`src/rtl/id_ex_stage_register_pkg.sv`:
```
// Shared widths and the decode control bundle for the ID/EX pipeline register.
// Imported by the interface, the bypass mux and the stage register itself.
package id_ex_stage_register_pkg;

   localparam int REG_ADDR_W = 3;
   localparam int DATA_W     = 16;
   localparam int IMM_W      = 8;
   localparam int ALUOP_W    = 3;
   localparam int CNT_W      = 16;

   typedef struct packed {
      logic [ALUOP_W-1:0] aluOp;
      logic               regWrite;
      logic               regWriteDataSel;
      logic               aluInputBMuxSel;
      logic               memWrite;
   } ctrl_t;

   localparam ctrl_t CTRL_NOP = '0;

endpackage

```
`src/rtl/id_ex_stage_register_if.sv`:
```
// Decode-side, writeback-side and hazard signals crossing the ID/EX boundary.
// master drives the decode inputs; slave is the stage register.
interface id_ex_stage_register_if;
   import id_ex_stage_register_pkg::*;

   logic [REG_ADDR_W-1:0] stage2_r1Address;
   logic [REG_ADDR_W-1:0] stage2_r2Address;
   logic [REG_ADDR_W-1:0] stage2_dest;
   logic [DATA_W-1:0]     stage2_r1Data;
   logic [DATA_W-1:0]     stage2_r2Data;
   logic [IMM_W-1:0]      stage2_imm;
   logic [ALUOP_W-1:0]    stage2_aluOp;
   logic                  stage2_regWrite;
   logic                  stage2_regWriteDataSel;
   logic                  stage2_aluInputBMuxSel;
   logic                  stage2_memWrite;
   logic                  stall;
   logic                  flush;
   logic                  Mem_Wb_regWrite;
   logic [REG_ADDR_W-1:0] Mem_Wb_dest;
   logic [DATA_W-1:0]     Mem_Wb_data;

   logic [REG_ADDR_W-1:0] Id_Ex_r1Address;
   logic [REG_ADDR_W-1:0] Id_Ex_r2Address;
   logic [REG_ADDR_W-1:0] Id_Ex_Dest;
   logic [DATA_W-1:0]     Id_Ex_r1Data;
   logic [DATA_W-1:0]     Id_Ex_r2Data;
   logic [IMM_W-1:0]      Id_Ex_imm;
   logic [ALUOP_W-1:0]    Id_Ex_aluOp;
   logic                  Id_Ex_regWrite;
   logic                  Id_Ex_regWriteDataSel;
   logic                  Id_Ex_aluInputBMuxSel;
   logic                  Id_Ex_memWrite;
   logic                  Id_Ex_valid;
   logic                  pcHold;
   logic                  ifIdHold;
   logic [CNT_W-1:0]      bubbleCount;

   modport master (
      output stage2_r1Address, stage2_r2Address, stage2_dest,
      output stage2_r1Data, stage2_r2Data, stage2_imm,
      output stage2_aluOp, stage2_regWrite, stage2_regWriteDataSel,
      output stage2_aluInputBMuxSel, stage2_memWrite,
      output stall, flush, Mem_Wb_regWrite, Mem_Wb_dest, Mem_Wb_data,
      input  Id_Ex_r1Address, Id_Ex_r2Address, Id_Ex_Dest,
      input  Id_Ex_r1Data, Id_Ex_r2Data, Id_Ex_imm, Id_Ex_aluOp,
      input  Id_Ex_regWrite, Id_Ex_regWriteDataSel, Id_Ex_aluInputBMuxSel,
      input  Id_Ex_memWrite, Id_Ex_valid, pcHold, ifIdHold, bubbleCount
   );

   modport slave (
      input  stage2_r1Address, stage2_r2Address, stage2_dest,
      input  stage2_r1Data, stage2_r2Data, stage2_imm,
      input  stage2_aluOp, stage2_regWrite, stage2_regWriteDataSel,
      input  stage2_aluInputBMuxSel, stage2_memWrite,
      input  stall, flush, Mem_Wb_regWrite, Mem_Wb_dest, Mem_Wb_data,
      output Id_Ex_r1Address, Id_Ex_r2Address, Id_Ex_Dest,
      output Id_Ex_r1Data, Id_Ex_r2Data, Id_Ex_imm, Id_Ex_aluOp,
      output Id_Ex_regWrite, Id_Ex_regWriteDataSel, Id_Ex_aluInputBMuxSel,
      output Id_Ex_memWrite, Id_Ex_valid, pcHold, ifIdHold, bubbleCount
   );

endinterface

```
`src/rtl/id_ex_stage_register_wb_bypass_mux.sv`:
```
// Per-operand writeback bypass: substitutes the data being written back this
// cycle when it targets the register being read. Register 0 is not special.
module id_ex_stage_register_wb_bypass_mux
   import id_ex_stage_register_pkg::*;
(
   input  logic [REG_ADDR_W-1:0] rd_addr,
   input  logic [DATA_W-1:0]     rd_data,
   input  logic                  wb_en,
   input  logic [REG_ADDR_W-1:0] wb_dest,
   input  logic [DATA_W-1:0]     wb_data,
   output logic [DATA_W-1:0]     sel_data
);

   logic hit;

   assign hit      = wb_en && (wb_dest == rd_addr);
   assign sel_data = hit ? wb_data : rd_data;

endmodule

```
`src/rtl/id_ex_stage_register.sv`:
```
// ID/EX pipeline register with stall/flush bubble insertion, writeback bypass
// on both read operands and a saturating count of inserted bubbles.
module id_ex_stage_register
   import id_ex_stage_register_pkg::*;
(
   input  logic                   clk,
   input  logic                   reset,
   id_ex_stage_register_if.slave  bus
);

   function automatic logic [CNT_W-1:0] sat_inc(input logic [CNT_W-1:0] v);
      return (v == {CNT_W{1'b1}}) ? v : v + CNT_W'(1);
   endfunction

   ctrl_t                 ctrl_p0;
   logic                  bubble_p0;
   logic [DATA_W-1:0]     r1_data_p0;
   logic [DATA_W-1:0]     r2_data_p0;

   ctrl_t                 ctrl_p1;
   logic                  vld_p1;
   logic [REG_ADDR_W-1:0] r1_addr_p1;
   logic [REG_ADDR_W-1:0] r2_addr_p1;
   logic [REG_ADDR_W-1:0] dest_p1;
   logic [DATA_W-1:0]     r1_data_p1;
   logic [DATA_W-1:0]     r2_data_p1;
   logic [IMM_W-1:0]      imm_p1;
   logic [CNT_W-1:0]      bubble_cnt_p1;

   // p0: decode-side inputs, bypass selection and bubble decision
   assign ctrl_p0 = '{aluOp:           bus.stage2_aluOp,
                      regWrite:        bus.stage2_regWrite,
                      regWriteDataSel: bus.stage2_regWriteDataSel,
                      aluInputBMuxSel: bus.stage2_aluInputBMuxSel,
                      memWrite:        bus.stage2_memWrite};
   assign bubble_p0 = bus.stall | bus.flush;

   id_ex_stage_register_wb_bypass_mux u_byp_r1 (
      .rd_addr  (bus.stage2_r1Address),
      .rd_data  (bus.stage2_r1Data),
      .wb_en    (bus.Mem_Wb_regWrite),
      .wb_dest  (bus.Mem_Wb_dest),
      .wb_data  (bus.Mem_Wb_data),
      .sel_data (r1_data_p0)
   );

   id_ex_stage_register_wb_bypass_mux u_byp_r2 (
      .rd_addr  (bus.stage2_r2Address),
      .rd_data  (bus.stage2_r2Data),
      .wb_en    (bus.Mem_Wb_regWrite),
      .wb_dest  (bus.Mem_Wb_dest),
      .wb_data  (bus.Mem_Wb_data),
      .sel_data (r2_data_p0)
   );

   // Flush wins over stall: a squashed fetch must redirect, not hold
   assign bus.pcHold   = bus.stall & ~bus.flush & ~reset;
   assign bus.ifIdHold = bus.stall & ~bus.flush & ~reset;

   // p1: ID/EX register; a bubble zeroes controls but still carries operands
   always_ff @(posedge clk) begin
      if (reset) begin
         ctrl_p1       <= CTRL_NOP;
         vld_p1        <= 1'b0;
         r1_addr_p1    <= '0;
         r2_addr_p1    <= '0;
         dest_p1       <= '0;
         r1_data_p1    <= '0;
         r2_data_p1    <= '0;
         imm_p1        <= '0;
         bubble_cnt_p1 <= '0;
      end else begin
         ctrl_p1    <= bubble_p0 ? CTRL_NOP : ctrl_p0;
         vld_p1     <= ~bubble_p0;
         r1_addr_p1 <= bus.stage2_r1Address;
         r2_addr_p1 <= bus.stage2_r2Address;
         dest_p1    <= bus.stage2_dest;
         r1_data_p1 <= r1_data_p0;
         r2_data_p1 <= r2_data_p0;
         imm_p1     <= bus.stage2_imm;
         if (bubble_p0) begin
            bubble_cnt_p1 <= sat_inc(bubble_cnt_p1);
         end
      end
   end

   assign bus.Id_Ex_r1Address       = r1_addr_p1;
   assign bus.Id_Ex_r2Address       = r2_addr_p1;
   assign bus.Id_Ex_Dest            = dest_p1;
   assign bus.Id_Ex_r1Data          = r1_data_p1;
   assign bus.Id_Ex_r2Data          = r2_data_p1;
   assign bus.Id_Ex_imm             = imm_p1;
   assign bus.Id_Ex_aluOp           = ctrl_p1.aluOp;
   assign bus.Id_Ex_regWrite        = ctrl_p1.regWrite;
   assign bus.Id_Ex_regWriteDataSel = ctrl_p1.regWriteDataSel;
   assign bus.Id_Ex_aluInputBMuxSel = ctrl_p1.aluInputBMuxSel;
   assign bus.Id_Ex_memWrite        = ctrl_p1.memWrite;
   assign bus.Id_Ex_valid           = vld_p1;
   assign bus.bubbleCount           = bubble_cnt_p1;

endmodule

```
`src/flat_wrapper.sv`:
```
// flat-port wrapper written by rule: the top's interface ports become plain ports
module id_ex_stage_register_flat import id_ex_stage_register_pkg::*;
  (clk, reset, bus_stage2_r1Address, bus_stage2_r2Address, bus_stage2_dest, bus_stage2_r1Data, bus_stage2_r2Data, bus_stage2_imm, bus_stage2_aluOp, bus_stage2_regWrite, bus_stage2_regWriteDataSel, bus_stage2_aluInputBMuxSel, bus_stage2_memWrite, bus_stall, bus_flush, bus_Mem_Wb_regWrite, bus_Mem_Wb_dest, bus_Mem_Wb_data, bus_Id_Ex_r1Address, bus_Id_Ex_r2Address, bus_Id_Ex_Dest, bus_Id_Ex_r1Data, bus_Id_Ex_r2Data, bus_Id_Ex_imm, bus_Id_Ex_aluOp, bus_Id_Ex_regWrite, bus_Id_Ex_regWriteDataSel, bus_Id_Ex_aluInputBMuxSel, bus_Id_Ex_memWrite, bus_Id_Ex_valid, bus_pcHold, bus_ifIdHold, bus_bubbleCount);
  id_ex_stage_register_if bus_i ();
  input  logic clk;
  input  logic reset;
  input wire logic [$bits(bus_i.stage2_r1Address)-1:0] bus_stage2_r1Address;
  input wire logic [$bits(bus_i.stage2_r2Address)-1:0] bus_stage2_r2Address;
  input wire logic [$bits(bus_i.stage2_dest)-1:0] bus_stage2_dest;
  input wire logic [$bits(bus_i.stage2_r1Data)-1:0] bus_stage2_r1Data;
  input wire logic [$bits(bus_i.stage2_r2Data)-1:0] bus_stage2_r2Data;
  input wire logic [$bits(bus_i.stage2_imm)-1:0] bus_stage2_imm;
  input wire logic [$bits(bus_i.stage2_aluOp)-1:0] bus_stage2_aluOp;
  input wire logic [$bits(bus_i.stage2_regWrite)-1:0] bus_stage2_regWrite;
  input wire logic [$bits(bus_i.stage2_regWriteDataSel)-1:0] bus_stage2_regWriteDataSel;
  input wire logic [$bits(bus_i.stage2_aluInputBMuxSel)-1:0] bus_stage2_aluInputBMuxSel;
  input wire logic [$bits(bus_i.stage2_memWrite)-1:0] bus_stage2_memWrite;
  input wire logic [$bits(bus_i.stall)-1:0] bus_stall;
  input wire logic [$bits(bus_i.flush)-1:0] bus_flush;
  input wire logic [$bits(bus_i.Mem_Wb_regWrite)-1:0] bus_Mem_Wb_regWrite;
  input wire logic [$bits(bus_i.Mem_Wb_dest)-1:0] bus_Mem_Wb_dest;
  input wire logic [$bits(bus_i.Mem_Wb_data)-1:0] bus_Mem_Wb_data;
  output wire logic [$bits(bus_i.Id_Ex_r1Address)-1:0] bus_Id_Ex_r1Address;
  output wire logic [$bits(bus_i.Id_Ex_r2Address)-1:0] bus_Id_Ex_r2Address;
  output wire logic [$bits(bus_i.Id_Ex_Dest)-1:0] bus_Id_Ex_Dest;
  output wire logic [$bits(bus_i.Id_Ex_r1Data)-1:0] bus_Id_Ex_r1Data;
  output wire logic [$bits(bus_i.Id_Ex_r2Data)-1:0] bus_Id_Ex_r2Data;
  output wire logic [$bits(bus_i.Id_Ex_imm)-1:0] bus_Id_Ex_imm;
  output wire logic [$bits(bus_i.Id_Ex_aluOp)-1:0] bus_Id_Ex_aluOp;
  output wire logic [$bits(bus_i.Id_Ex_regWrite)-1:0] bus_Id_Ex_regWrite;
  output wire logic [$bits(bus_i.Id_Ex_regWriteDataSel)-1:0] bus_Id_Ex_regWriteDataSel;
  output wire logic [$bits(bus_i.Id_Ex_aluInputBMuxSel)-1:0] bus_Id_Ex_aluInputBMuxSel;
  output wire logic [$bits(bus_i.Id_Ex_memWrite)-1:0] bus_Id_Ex_memWrite;
  output wire logic [$bits(bus_i.Id_Ex_valid)-1:0] bus_Id_Ex_valid;
  output wire logic [$bits(bus_i.pcHold)-1:0] bus_pcHold;
  output wire logic [$bits(bus_i.ifIdHold)-1:0] bus_ifIdHold;
  output wire logic [$bits(bus_i.bubbleCount)-1:0] bus_bubbleCount;
  assign bus_i.stage2_r1Address = bus_stage2_r1Address;
  assign bus_i.stage2_r2Address = bus_stage2_r2Address;
  assign bus_i.stage2_dest = bus_stage2_dest;
  assign bus_i.stage2_r1Data = bus_stage2_r1Data;
  assign bus_i.stage2_r2Data = bus_stage2_r2Data;
  assign bus_i.stage2_imm = bus_stage2_imm;
  assign bus_i.stage2_aluOp = bus_stage2_aluOp;
  assign bus_i.stage2_regWrite = bus_stage2_regWrite;
  assign bus_i.stage2_regWriteDataSel = bus_stage2_regWriteDataSel;
  assign bus_i.stage2_aluInputBMuxSel = bus_stage2_aluInputBMuxSel;
  assign bus_i.stage2_memWrite = bus_stage2_memWrite;
  assign bus_i.stall = bus_stall;
  assign bus_i.flush = bus_flush;
  assign bus_i.Mem_Wb_regWrite = bus_Mem_Wb_regWrite;
  assign bus_i.Mem_Wb_dest = bus_Mem_Wb_dest;
  assign bus_i.Mem_Wb_data = bus_Mem_Wb_data;
  assign bus_Id_Ex_r1Address = bus_i.Id_Ex_r1Address;
  assign bus_Id_Ex_r2Address = bus_i.Id_Ex_r2Address;
  assign bus_Id_Ex_Dest = bus_i.Id_Ex_Dest;
  assign bus_Id_Ex_r1Data = bus_i.Id_Ex_r1Data;
  assign bus_Id_Ex_r2Data = bus_i.Id_Ex_r2Data;
  assign bus_Id_Ex_imm = bus_i.Id_Ex_imm;
  assign bus_Id_Ex_aluOp = bus_i.Id_Ex_aluOp;
  assign bus_Id_Ex_regWrite = bus_i.Id_Ex_regWrite;
  assign bus_Id_Ex_regWriteDataSel = bus_i.Id_Ex_regWriteDataSel;
  assign bus_Id_Ex_aluInputBMuxSel = bus_i.Id_Ex_aluInputBMuxSel;
  assign bus_Id_Ex_memWrite = bus_i.Id_Ex_memWrite;
  assign bus_Id_Ex_valid = bus_i.Id_Ex_valid;
  assign bus_pcHold = bus_i.pcHold;
  assign bus_ifIdHold = bus_i.ifIdHold;
  assign bus_bubbleCount = bus_i.bubbleCount;
  id_ex_stage_register u_core (.clk(clk), .reset(reset), .bus(bus_i));
endmodule
```
`config.mk`:
```
export PLATFORM = sky130hd
export DESIGN_NAME = id_ex_stage_register_flat
export DESIGN_NICKNAME = d
export VERILOG_FILES = /design/src/rtl/id_ex_stage_register_pkg.sv /design/src/rtl/id_ex_stage_register_if.sv /design/src/rtl/id_ex_stage_register_wb_bypass_mux.sv /design/src/rtl/id_ex_stage_register.sv /design/src/flat_wrapper.sv
export SDC_FILE = /design/constraint.sdc
export NUM_CORES = 1
export LEC_CHECK = 0
export BUFFER_PORTS_ARGS = -buffer_cell sky130_fd_sc_hd__buf_2
export CELL_PAD_IN_SITES_DETAIL_PLACEMENT = 0
export CELL_PAD_IN_SITES_GLOBAL_PLACEMENT = 1
export CORE_UTILIZATION = 33
export CTS_CLUSTER_DIAMETER = 150
export DETAILED_ROUTE_END_ITERATION = 8
export PLACE_DENSITY_LB_ADDON = 0.1
export REMOVE_ABC_BUFFERS = 1
export SYNTH_ARGS = -nofsm -noshare
export SYNTH_HDL_FRONTEND = slang
export SYNTH_SLANG_ARGS = --single-unit
```
`constraint.sdc`:
```
create_clock -name clk -period 5.42 [get_ports clk]
set_input_delay 0.271 -clock clk [delete_from_list [all_inputs] [get_ports clk]]
set_output_delay 0.271 -clock clk [all_outputs]
set_load 0.01 [all_outputs]
```
==> flow_results.org, run 1 <==
** Status
- The flow ran to the end, and the final reports show no timing, DRC or antenna violations.

** Placed design
- Total of buffers placed on input and output ports :: 154
- Detailed-placement wirelength estimate :: 4.81 mm
- Final estimated routing congestion in global placement :: 0.719
- Total placed cells including tap cells :: 503

** Synthesis
- Fraction of the yosys area taken by sequential cells :: 55.0%
- The portion of synthesized area spent on multiplexers is 12.5%.
- Post-synth cell types :: 37
- In this run, synthesis produced a sequential element count of 73.
- The synthesized design contains 0 enable-type register cells.
- By area, the combinational part of the netlist is dominated by simple AND/OR/NAND/NOR gates.
- Largest cells by area after synthesis :: sky130_fd_sc_hd__dfxtp_1, sky130_fd_sc_hd__mux2i_1, sky130_fd_sc_hd__nor2_1
- The biggest area contributor in the post-synthesis netlist is sky130_fd_sc_hd__dfxtp_1.
- In the synthesized netlist the async set-or-reset flop fraction comes to 0%.
- Counting every instance in the synthesized netlist gives 257.
- Summing the areas of all compound-gate instances in the mapped netlist gives 7.49% of the synthesized area.
- A synthesized cell averages 10.3 um^2.
- Of the post-synthesis cell area, the dominant cell type holds 55.0%.
- Warnings, synthesis :: 0
- The synthesized netlist devotes 1.98% of its cell area to XOR and XNOR gates.
- Summing the areas of all and, or, nand and nor instances in the mapped netlist gives 19.8% of the synthesized area.
- The cell area that synthesis handed to floorplanning was 2660 um^2.
- The most used flip-flop cell after synthesis is sky130_fd_sc_hd__dfxtp_1.
- Post-synthesis share of cell area spent on full adders, half adders and majority gates :: 0.471%

** Finish
- The repair_antennas step left the layout with diodes totalling 0.
- Relative to the synthesized area, the layout overhead comes to 40.0%.
- Layout Cells excl Fill :: 519
- At the end of the flow, the number of nets in the layout was 493.
- Counting the fill cells in the layout gives 765.
- Layout cell share with drive strength beyond 1 :: 43.4%

** CTS
- Clock-pin slew was measured on the worst setup and hold paths at 0.09 ns.
- TritonCTS built the clock tree.
- Max Buffers Root-to-Sink :: 2
- Clock Root Buffer :: sky130_fd_sc_hd__clkbuf_8
- The number of hold buffers added after CTS was 0.
- The clock net in this run drives a total of 73 sinks.
- Post-CTS timing repair inserted 0 buffers for setup.
- H-tree lvl count :: 3
- TritonCTS Buffers :: 9
- Worst-skew pair later-pin latency :: 0.33 ns
- Total of cells resized after clock tree synthesis :: 0

** Global route
- Overall global routing resource usage :: 16.3%
- The first global-routing pass estimated 10.8 mm of wire.
- Maximum number of pins on one net before global-route repair :: 62
- The number of global-route vias before repair came to 2318.
- The initial antenna violation count came to 1.
- Summed over all layers, the global routing overflow is 0.

** STA
- Number of pins exceeding their max-slew limit in the final report :: 0
- For the final routed database, the setup TNS stands at 0 ns.
- RSZ-0062 raised after global routing :: false
- In this run the tightest slew margin relative to its limit is 21.8%.
- Derived from the worst setup path, the maximum achievable clock frequency is 420 MHz.
- Post-route clock skew :: 0.00604 ns
- Setup violations remaining at the end of the flow were counted as 0.
- In the finished design, the share of the clock period the worst path needs comes to 44.0%.
- The total count of hold-check failures in the final report came to 0.
- At the pin with the least slew margin, the transition time is 1.16 ns.
- Clock period minus final worst setup slack :: 2.38 ns

** Floorplan
- Die span in x :: 91.7 um
- After floorplanning, the core was sized to cover 7770 um^2.
- In this run the count of I/O pins placed on the die edge is 155.
- In this run the core area contains 32 standard-cell rows.
- Initial core utilization :: 34.2%
- From bottom edge to top edge, the die measures 91.7 um.
- The floorplan step defined a die boundary enclosing 8410 um^2.

** Power and ir drop
- The analysis attributes to cell leakage a power of 1.94 nW.
- Largest vdd supply drop :: 136 uV
- Power per unit of standard cell area :: 302 nW/um^2

** Drt
- After detailed routing, the wire length on met1 is 2.88 mm.
- Antenna-violating nets left :: 0
- After detailed routing, the number of remaining DRC violations is 0.
- Summed over all layers, the routed wires come to 6.79 mm.
- For this block, the initial DRC count from the detailed router was 70.
- Highest signal layer in the routed design :: met5
- Detail Route met2 WL :: 3.11 mm
- Total length of routed met3 wires :: 641 um
- Via count normalized by instance count :: 4.65
- Dividing the detail-routed wire length by the instance count gives 13.1 um.
- Via count :: 2415
- Number of search-and-repair iterations in the first detailed-routing pass :: 5

** Setup path
- R2r worst-path depth :: 5
- The worst setup path is captured at a flip-flop.
- Crit-path max FO :: 12
- Type of the setup path with the least slack :: flip-flop to flip-flop
- STA classifies the critical path startpoint as a flip-flop.
- For the worst setup path, the data required time is 5.62 ns.
- Arrival time reported for the critical path endpoint :: 2.58 ns

** Min path
- The worst hold path belongs to the class primary input to flip-flop.
- Along the worst hold path, the cell count comes to 2.

** Flow run
- The tool flagged a number of max-cap violations equal to 0.
[critical path: stages (launching register included)]
cell and delay (ns):
sky130_fd_sc_hd__dfxtp_1 0.42, sky130_fd_sc_hd__ha_1 0.22, sky130_fd_sc_hd__nand4_1 0.25, sky130_fd_sc_hd__o31ai_1 1.03
sky130_fd_sc_hd__or3_2 0.26, sky130_fd_sc_hd__a21oi_1 0.06
[worst paths after layout]
| path | start | to | slack, ns |
|---|---|---|---|
| max | u_core.bus.bubbleCount[0] | u_core.bus.bubbleCount[8] | 3.04 |
| min | bus_stage2_regWrite | u_core.bus.Id_Ex_regWrite | 0.13 |
| max reg2reg | u_core.bus.bubbleCount[0] | u_core.bus.bubbleCount[8] | 3.04 |
| min reg2reg | u_core.bus.bubbleCount[15] | u_core.bus.bubbleCount[15] | 0.51 |
[cell families (layout without fill, tap and decap cells)]
kind of cell	Yosys count	count (layout)
AOI/OAI and AO/OA	32	32
xor gates and xnor gates	6	6
adders and majority gates	1	1
buffers and inverters	15	175
DFF	73	73
muxes	33	33
and+or+nand+nor	97	97
[where the power goes]
part / switching [mW] / total (mW) / leakage (nW) / internal [mW]
clock: 0.213 / 0.430 / 0.104 / 0.217
sequential: 0.00754 / 0.569 / 0.603 / 0.561
combinational: 0.0615 / 0.123 / 1.23 / 0.0618
[routing by layer]
metal,up-vias,GRT usage [%]
met2,100,26.8
met1,1093,18.3
met5,-,0
li1,1209,-
met3,11,7.55
met4,2,6.51
[synthesized netlist by cell type (2+ instances only)]
cell and number:
sky130_fd_sc_hd__nor2b_1 18, sky130_fd_sc_hd__nor4_1 2, sky130_fd_sc_hd__nor2_1 37, sky130_fd_sc_hd__o21ai_0 6, sky130_fd_sc_hd__nand3_1 5, sky130_fd_sc_hd__clkbuf_1 7, sky130_fd_sc_hd__dfxtp_1 73, sky130_fd_sc_hd__or4_1 4
sky130_fd_sc_hd__a21oi_1 13, sky130_fd_sc_hd__xnor2_1 6, sky130_fd_sc_hd__or3_1 3, sky130_fd_sc_hd__nand2_1 4, sky130_fd_sc_hd__buf_2 3, sky130_fd_sc_hd__o41ai_1 2, sky130_fd_sc_hd__and2_1 7, sky130_fd_sc_hd__o31ai_1 7
sky130_fd_sc_hd__nand4_1 6, sky130_fd_sc_hd__buf_4 2, sky130_fd_sc_hd__or4_2 3, sky130_fd_sc_hd__mux2i_1 32
[state kept, by name, indices dropped and copies added, names as in the netlist]
name	cells
u_core.bus.Id_Ex_aluOp	3
u_core.bus.Id_Ex_aluInputBMuxSel	1
u_core.bus.Id_Ex_r1Address	3
u_core.bus.Id_Ex_Dest	3
u_core.bus.Id_Ex_regWriteDataSel	1
u_core.bus.Id_Ex_r2Address	3
u_core.bus.Id_Ex_r1Data	16
u_core.bus.Id_Ex_valid	1
u_core.bus.Id_Ex_memWrite	1
u_core.bus.Id_Ex_r2Data	16
u_core.bus.bubbleCount	16
u_core.bus.Id_Ex_regWrite	1
u_core.bus.Id_Ex_imm	8
[final cells by class]
class / count / area [um^2] / area share (%)
Clock inverter: 7 / 78.8 / 2.12
Sequential cell: 73 / 1460 / 39.3
Multi-Input combinational cell: 169 / 1120 / 30.2
Inverter: 1 / 3.75 / 0.101
Clock buffer: 9 / 124 / 3.33
Tap cell: 102 / 128 / 3.43
Timing Repair Buffer: 158 / 801 / 21.5
[cells in the final DEF (no fill, tap or decap), types with 2 or more instances in the layout]
cell type | Yosys | layout
sky130_fd_sc_hd__nand2_1 | 4 | 4
sky130_fd_sc_hd__nor2_1 | 37 | 37
sky130_fd_sc_hd__dfxtp_1 | 73 | 73
sky130_fd_sc_hd__nor4_1 | 2 | 2
sky130_fd_sc_hd__clkbuf_8 | 0 | 9
sky130_fd_sc_hd__nand4_1 | 6 | 6
sky130_fd_sc_hd__a21oi_1 | 13 | 13
sky130_fd_sc_hd__o41ai_1 | 2 | 2
sky130_fd_sc_hd__or3_1 | 3 | 3
sky130_fd_sc_hd__o21ai_0 | 6 | 6
sky130_fd_sc_hd__or4_2 | 3 | 3
sky130_fd_sc_hd__and2_1 | 7 | 7
sky130_fd_sc_hd__nand3_1 | 5 | 5
sky130_fd_sc_hd__buf_4 | 2 | 4
sky130_fd_sc_hd__clkinv_4 | 0 | 4
sky130_fd_sc_hd__or4_1 | 4 | 4
sky130_fd_sc_hd__buf_2 | 3 | 154
sky130_fd_sc_hd__o31ai_1 | 7 | 7
sky130_fd_sc_hd__mux2i_1 | 32 | 32
sky130_fd_sc_hd__nor2b_1 | 18 | 18
sky130_fd_sc_hd__xnor2_1 | 6 | 6
[metrics by stage]
| stage | utilization (%) | area, um^2 | power [mW] | hold WS, ns | worst slack [ns] |
|---|---|---|---|---|---|
| floorplan | - | 2590 | 0.635 | 0.340 | 3.20 |
| global placement | 45.3 | 3520 | 0.706 | 0.472 | 3.17 |
| detailed placement | 45.3 | 3520 | 0.707 | 0.475 | 3.11 |
| CTS | 47.9 | 3720 | 1.14 | 0.109 | 3.09 |
| global route | 47.9 | 3720 | 1.18 | 0.0985 | 2.83 |
| finish | 47.9 | 3720 | 1.12 | 0.127 | 3.04 |
No activity file was read; power rests on OpenSTA's default activity.
==> run 2, diff against run 1 <==
CORE_UTILIZATION = 31   (was 33)
clock period = 2.3 ns   (was 5.42 ns; I/O delays follow)
==> run 2 against run 1 <==
Net effect:
- cell area grew 11%
- first-iteration DRC count decreased by 44%
- wire length increased by 5.3%
- flip-flop and latch count unchanged
- core utilization is 2.0 points higher
- global-route usage fell by 0.40 points
==> flow_results.org, run 2 (synthesized netlist as in run 1, its figures left out) <==
** CTS
- Max Buffers Root-to-Sink :: 2 (unchanged)
- Clock Root Buffer :: sky130_fd_sc_hd__clkbuf_8 (unchanged)
- The number of levels the H-tree was split into came to 3 (unchanged).
- The number of post-CTS setup repair buffers was 0 (unchanged).
- The clock latency reported for the late side of the worst-skew pair came to 0.34 ns (was 0.33 ns).
- The clock input transition at the sequential cells of the worst setup and hold paths came to 0.08 ns (was 0.09 ns).
- The total clock sinks came to 73 (unchanged).
- Clock tree from TritonCTS :: yes (unchanged)
- Total of cells resized after clock tree synthesis :: 0 (unchanged)
- Hold-fix buffers at CTS :: 37 (was 0)
- TritonCTS Buffers :: 9 (unchanged)

** Power and ir drop
- The power per cell area was 643 nW/um^2 (was 302 nW/um^2).
- Largest vdd supply drop :: 237 uV (was 136 uV)
- The static power due to leakage was 2.10 nW (was 1.94 nW).

** Finish
- The number of inserted diodes came to 0 (unchanged).
- The number of nets in the finished design is 535 (was 493).
- Layout Area Growth over Synthesis :: 55.1% (was 40.0%)
- Utilization after layout :: 49.9% (was 47.9%)
- Leading cell type in the layout, fill and taps excluded :: sky130_fd_sc_hd__buf_2 (unchanged)
- Commonest non-fill, non-tap cells in the layout: sky130_fd_sc_hd__buf_2, sky130_fd_sc_hd__dfxtp_1, sky130_fd_sc_hd__dlygate4sd3_1 (was sky130_fd_sc_hd__buf_2, sky130_fd_sc_hd__dfxtp_1, sky130_fd_sc_hd__nor2_1).
- Layout Cell Area excl Fill :: 4120 um^2 (was 3720 um^2)
- The share of post-route cells with drive strength above 1 was 39.7% (was 43.4%).

** Status
- Result of the run :: finished, final reports clean (unchanged)

** STA
- Final Hold Vio Count :: 0 (unchanged)
- The clock skew after layout came to 0.0111 ns (was 0.00604 ns).
- Final hold slack :: 0.0153 ns (was 0.127 ns)
- Fin Setup TNS :: 0 ns (unchanged)
- Final setup violation count :: 0 (unchanged)
- The worst relative slew slack came to 50.5% (was 21.8%).
- The highest clock frequency the design can meet is 524 MHz (was 420 MHz).
- Final clock period utilization by the worst path :: 83.0% (was 44.0%)
- RSZ-0062 raised after global routing :: false (unchanged)
- Clock period minus final worst setup slack :: 1.91 ns (was 2.38 ns)
- The slew at the pin closest to its max-slew limit is 0.740 ns (was 1.16 ns).
- The number of max-slew violations in the final report was 0 (unchanged).

** Drt
- The initial detailed-routing violation count is 39 (was 70).
- The total detailed-routing wirelength is 7.14 mm (was 6.79 mm).
- The number of nets still failing antenna checks after routing is 0 (unchanged).
- The number of optimization iterations in the first detailed-route pass is 4 (was 5).
- The via density per instance came to 4.53 (was 4.65).
- Number of DRC violations after detailed routing :: 0 (unchanged)
- Via count :: 2548 (was 2415)
- The routed length per instance is 12.7 um (was 13.1 um).

** Floorplan
- The number of standard-cell rows in the floorplan was 33 (was 32).
- The die area is 8940 um^2 (was 8410 um^2).
- The overall die height was 94.6 um (was 91.7 um).
- The count of pins on the block boundary was 155 (unchanged).
- The floorplan die width was 94.6 um (was 91.7 um).
- Initial core utilization :: 32.2% (was 34.2%)
- Core outline area :: 8260 um^2 (was 7770 um^2)

** Setup path
- The maximum fanout count along the critical path was 7 (was 12).
- The launching instance or port of the critical path is u_core.bus.bubbleCount[0] (unchanged).
- Arrival time reported for the critical path endpoint :: 2.16 ns (was 2.58 ns)
- Critical path endpoint category :: flip-flop (unchanged)
- The category of the worst setup path launch point was a flip-flop (unchanged).
- Worst path required time :: 2.56 ns (was 5.62 ns)
- Type of the setup path with the least slack :: flip-flop to flip-flop (unchanged)
- Launching point of the worst reg2reg path :: u_core.bus.bubbleCount[0] (unchanged)

** Placed design
- Placement Cell Area :: 3530 um^2 (was 3520 um^2)
- Total of buffers placed on input and output ports :: 154 (unchanged)
- Detailed-placement wirelength estimate :: 4.91 mm (was 4.81 mm)
- The routability congestion estimate was 0.718 (was 0.719).

** Global route
- Maximum number of pins on one net before global-route repair :: 37 (was 62)
- Vias in the first global route :: 2295 (was 2318)
- Antenna violations before repair :: 0 (was 1)
- The remaining global-route overflow was 0 (unchanged).
- The global-route wire length before repair is 10.8 mm (about the same).
- Overall global routing resource usage :: 15.9% (was 16.3%)

** Min path
- Launch instance of the worst min-delay path :: bus_stage2_r1Data[2] (was bus_stage2_regWrite)
- The worst min-delay path class is primary input to flip-flop (unchanged).

** Flow run
- The max-capacitance violation count was 0 (unchanged).
## run 2: changes by cell type in the layout (fill, tap and decap cells not counted)
cell,before,now
sky130_fd_sc_hd__dlygate4sd3_1,0,40
sky130_fd_sc_hd__clkinv_4,4,0
sky130_fd_sc_hd__buf_4,4,6
sky130_fd_sc_hd__clkinv_2,1,3
sky130_fd_sc_hd__clkinvlp_4,0,2
sky130_fd_sc_hd__inv_6,1,0
## run 2: power breakdown
| group | internal (mW) | switching [mW] |
|---|---|---|
| combinational | 0.192 | 0.156 |
| clock | 0.489 | 0.469 |
| sequential | 1.32 | 0.0180 |
## run 2: area by class of cell
class                           instances  area (um^2)
Fill cell                             807         4140
Sequential cell                        73         1460
Timing Repair Buffer                  200         1220
Multi-Input combinational cell        169         1120
Tap cell                              105          131
Clock buffer                            9          124
Clock inverter                          6         60.1
Inverter                                1         3.75
## run 2: metal layers
layer / up-vias / GRT usage, % / wire [um]
li1: 1296 / - / -
met1: 1137 / 19.0 / 3130
met2: 108 / 23.9 / 3160
met3: 7 / 8.94 / 754
met4: 0 / 5.43 / 103
met5: - / 0 / 0
## run 2: path summary, 6_finish.rpt
path,to,cells past startpoint,slack [ns]
setup / recovery,u_core.bus.bubbleCount[14],5,0.39
hold / removal,u_core.bus.Id_Ex_r1Data[2],3,0.02
setup reg to reg,u_core.bus.bubbleCount[14],5,0.39
hold reg to reg,u_core.bus.bubbleCount[15],2,0.52
## run 2: stage by stage
step | setup WS (ns) | power [mW] | cells
4_1_cts | 0.380 | 2.69 | 560
3_3_place_gp | 0.460 | 1.67 | 508
5_1_grt | 0.140 | 2.78 | 563
3_5_place_dp | 0.403 | 1.67 | 508
2_1_floorplan | 0.0822 | 1.50 | 243
6_report | 0.392 | 2.65 | 563
## run 2: critical path, cell delays in order (launching register included)
cell and delay (ns):
sky130_fd_sc_hd__dfxtp_1 0.43, sky130_fd_sc_hd__ha_1 0.22, sky130_fd_sc_hd__nand4_1 0.24, sky130_fd_sc_hd__nor4_1 0.57
sky130_fd_sc_hd__a31oi_1 0.16, sky130_fd_sc_hd__a211oi_1 0.21
==> run 3, diff against run 2 <==
clock period = 2 ns   (was 2.3 ns; I/O delays follow)
==> run 3 against run 2 <==
Net effect:
- core utilization grew 4.1 points
- clock power grew 19%
- first-iteration DRC count grew 85%
- count of clock-buffer cells in the layout grew 1
- sequential share of layout area shrank 2.7 points
- cell area grew 8.2%
- die area is the same
- wire length grew 8.8%
- largest cell class is now buffers
==> flow_results.org, run 3 (synthesized netlist as in run 1, its figures left out) <==
** CTS
- The number of levels the H-tree was split into came to 3 (unchanged).
- Max Buffers Root-to-Sink :: 2 (unchanged)
- The TritonCTS clock tree was yes (unchanged).
- The number of clock buffers inserted by TritonCTS is 9 (unchanged).
- The clock input transition at the sequential cells of the worst setup and hold paths came to 0.09 ns (was 0.08 ns).
- Clock Root Buffer :: sky130_fd_sc_hd__clkbuf_8 (unchanged)
- Worst-skew pair later-pin latency :: 0.34 ns (about the same)
- TritonCTS Sinks :: 73 (unchanged)

** STA
- Slew HR :: 49.8% (was 50.5%)
- The total count of hold-check failures in the final report was 0 (unchanged).
- Fmax :: 525 MHz
- Number of pins exceeding their max-slew limit in the final report :: 0 (unchanged)
- The setup total negative slack came to 0 ns (unchanged).
- Actual slew at the worst max-slew pin :: 0.751 ns (was 0.740 ns)
- Clock period minus final worst setup slack :: 1.91 ns
- After layout, the worst path uses 95.3% of the clock period.
- Post-route clock skew :: 0.00907 ns (was 0.0111 ns)
- The hold slack came to 0.0109 ns (was 0.0153 ns).
- The total setup violations reported at the end of the flow came to 0 (unchanged).
- RSZ-0062 raised after global routing :: false (unchanged)

** Floorplan
- Die outline area :: 8940 um^2 (unchanged)
- The number of standard-cell rows in the floorplan came to 33 (unchanged).
- The overall die height was 94.6 um (unchanged).
- Die span in x :: 94.6 um (unchanged)
- Boundary pin count :: 155 (unchanged)
- Core outline area :: 8260 um^2 (unchanged)
- The initial cell density of the core was 32.2% (unchanged).

** Power and ir drop
- Cell-internal power :: 2.37 mW (was 2.00 mW)
- The share of power burned in the clock network is 36.2% (about the same).
- Leakage power of the design :: 2.24 nW (was 2.10 nW)
- Total power draw :: 3.15 mW (was 2.65 mW)
- The combinational group share of total power was 14.9% (was 13.2%).
- Sequential share of power :: 49.0% (was 50.6%)
- The switching power share of the total was 24.7% (was 24.3%).
- The power dissipated by switching net loads was 777 uW (was 643 uW).
- The maximum vdd drop came to 347 uV (was 237 uV).
- The power per cell area was 707 nW/um^2 (was 643 nW/um^2).

** Finish
- Final-stage net count :: 567 (was 535)
- Commonest non-fill, non-tap cells in the layout: sky130_fd_sc_hd__buf_2, sky130_fd_sc_hd__dfxtp_1, sky130_fd_sc_hd__dlygate4sd3_1 (unchanged).
- The utilization after layout came to 54.0% (was 49.9%).
- The number of inserted diodes is 0 (unchanged).
- Layout Area Growth over Synthesis :: 67.7% (was 55.1%)
- The most common library cell in the layout ignoring fill and taps was sky130_fd_sc_hd__buf_2 (unchanged).
- The share of post-route cells with drive strength above 1 came to 37.7% (was 39.7%).
- Filler Cell Count :: 785 (was 807)
- Layout Cells excl Fill :: 596 (was 563)

** Drt
- The initial detailed-routing violation count is 72 (was 39).
- Final WL :: 7.77 mm (was 7.14 mm)
- The via density per instance was 4.52 (was 4.53).
- The via count is 2695 (was 2548).
- Number of DRC violations after detailed routing :: 0 (unchanged)
- The number of optimization iterations in the first detailed-route pass was 4 (unchanged).
- Routed WL per cell :: 13.0 um (was 12.7 um)
- The number of nets still failing antenna checks after routing came to 0 (unchanged).

** Global route
- The number of global-route vias before repair is 2582 (was 2295).
- Sum of overflow across all layers after global routing :: 0 (unchanged)
- The global-route wire length before repair came to 12.0 mm (was 10.8 mm).
- Maximum number of pins on one net before global-route repair :: 36 (was 37)
- The initial antenna violation count came to 0 (unchanged).
- GRT Max-Usage Layer :: met2 (unchanged)
- The global-route met1 utilization came to 20.5% (was 19.0%).
- The met2 routing resource usage after global routing is 27.2% (was 23.9%).
- Met3 track utilization from global routing :: 7.81% (was 8.94%)
- Overall global routing resource usage :: 17.5% (was 15.9%)

** Setup path
- Nature of the critical path startpoint :: primary input (was flip-flop)
- The data required time at the worst endpoint is 2.24 ns (was 2.56 ns).
- Type of the setup path with the least slack :: primary input to flip-flop (was flip-flop to flip-flop)
- Crit-path max FO :: 16 (was 7)
- The arrival time of the worst setup path was 2.15 ns (was 2.16 ns).
- The element type at the critical path end is a flip-flop (unchanged).

** Placed design
- The routability congestion estimate is 0.708 (was 0.718).
- Total placed cells including tap cells :: 509 (was 508)
- The number of input and output port buffers inserted was 154 (unchanged).
- The estimated wirelength of the detail-placed design came to 4.98 mm (was 4.91 mm).

** Min path
- Worst min-delay path category :: primary input to flip-flop (unchanged)

** Status
- Result of the run: finished, final reports clean (unchanged).

** Flow run
- The max-capacitance violation count was 0 (unchanged).
## run 3: final timing paths
kind	startpoint	end	slack, ns	depth (start not counted)
setup / recovery	bus_stage2_r1Address[0]	u_core.bus.Id_Ex_r1Data[0]	0.09	8
hold / removal	bus_stage2_r2Address[1]	u_core.bus.Id_Ex_r2Address[1]	0.01	2
setup reg to reg	u_core.bus.bubbleCount[0]	u_core.bus.bubbleCount[3]	0.13	6
hold reg to reg	u_core.bus.bubbleCount[0]	u_core.bus.bubbleCount[0]	0.52	2
## run 3: timing repair
item,4_1_cts,5_1_grt
setup endpoints to repair,0,2
hold buffers,69,2
hold endpoints to repair,49,2
buffers inserted,0,0
gates resized for setup,0,2
## run 3: cell type report
type | instances | area, um^2 | area share, %
timing repair buffer | 232 | 1530 | 34.4
sequential | 73 | 1460 | 32.8
multi-input combinational | 169 | 1130 | 25.3
tap | 105 | 131 | 2.95
clock buffer | 10 | 128 | 2.86
clock inverter | 6 | 67.6 | 1.52
inverter | 1 | 3.75 | 0.0842
## run 3: per-stage QoR
step                cell area, um^2  setup WS [ns]
finish                         4460         0.0934
CTS                            4430          0.122
global placement               3540          0.161
floorplan                      2590         -0.218
global route                   4460        0.00317
detailed placement             3540          0.148
## run 3: metal layers
layer,share of wire [%],vias up
met4,1.7,0
met3,10,13
met5,0,-
li1,-,1355
met1,42,1210
met2,46,117
## run 3: worst max-delay path: stages
cell and delay (ns):
sky130_fd_sc_hd__dlygate4sd3_1 0.53, sky130_fd_sc_hd__buf_2 0.13, sky130_fd_sc_hd__xnor2_1 0.12, sky130_fd_sc_hd__nand4_1 0.09, sky130_fd_sc_hd__buf_4 0.31, sky130_fd_sc_hd__mux2i_1 0.26, sky130_fd_sc_hd__dlygate4sd3_1 0.57, sky130_fd_sc_hd__nor2_1 0.04
## run 3: power groups by stage
stage	sequential (mW)	combinational, mW	clock, mW
after floorplan	1.61	0.106	0
after global placement	1.57	0.342	0
after detailed placement	1.58	0.344	0
after CTS	1.54	0.461	1.19
after global routing	1.55	0.513	1.27
final	1.54	0.469	1.14
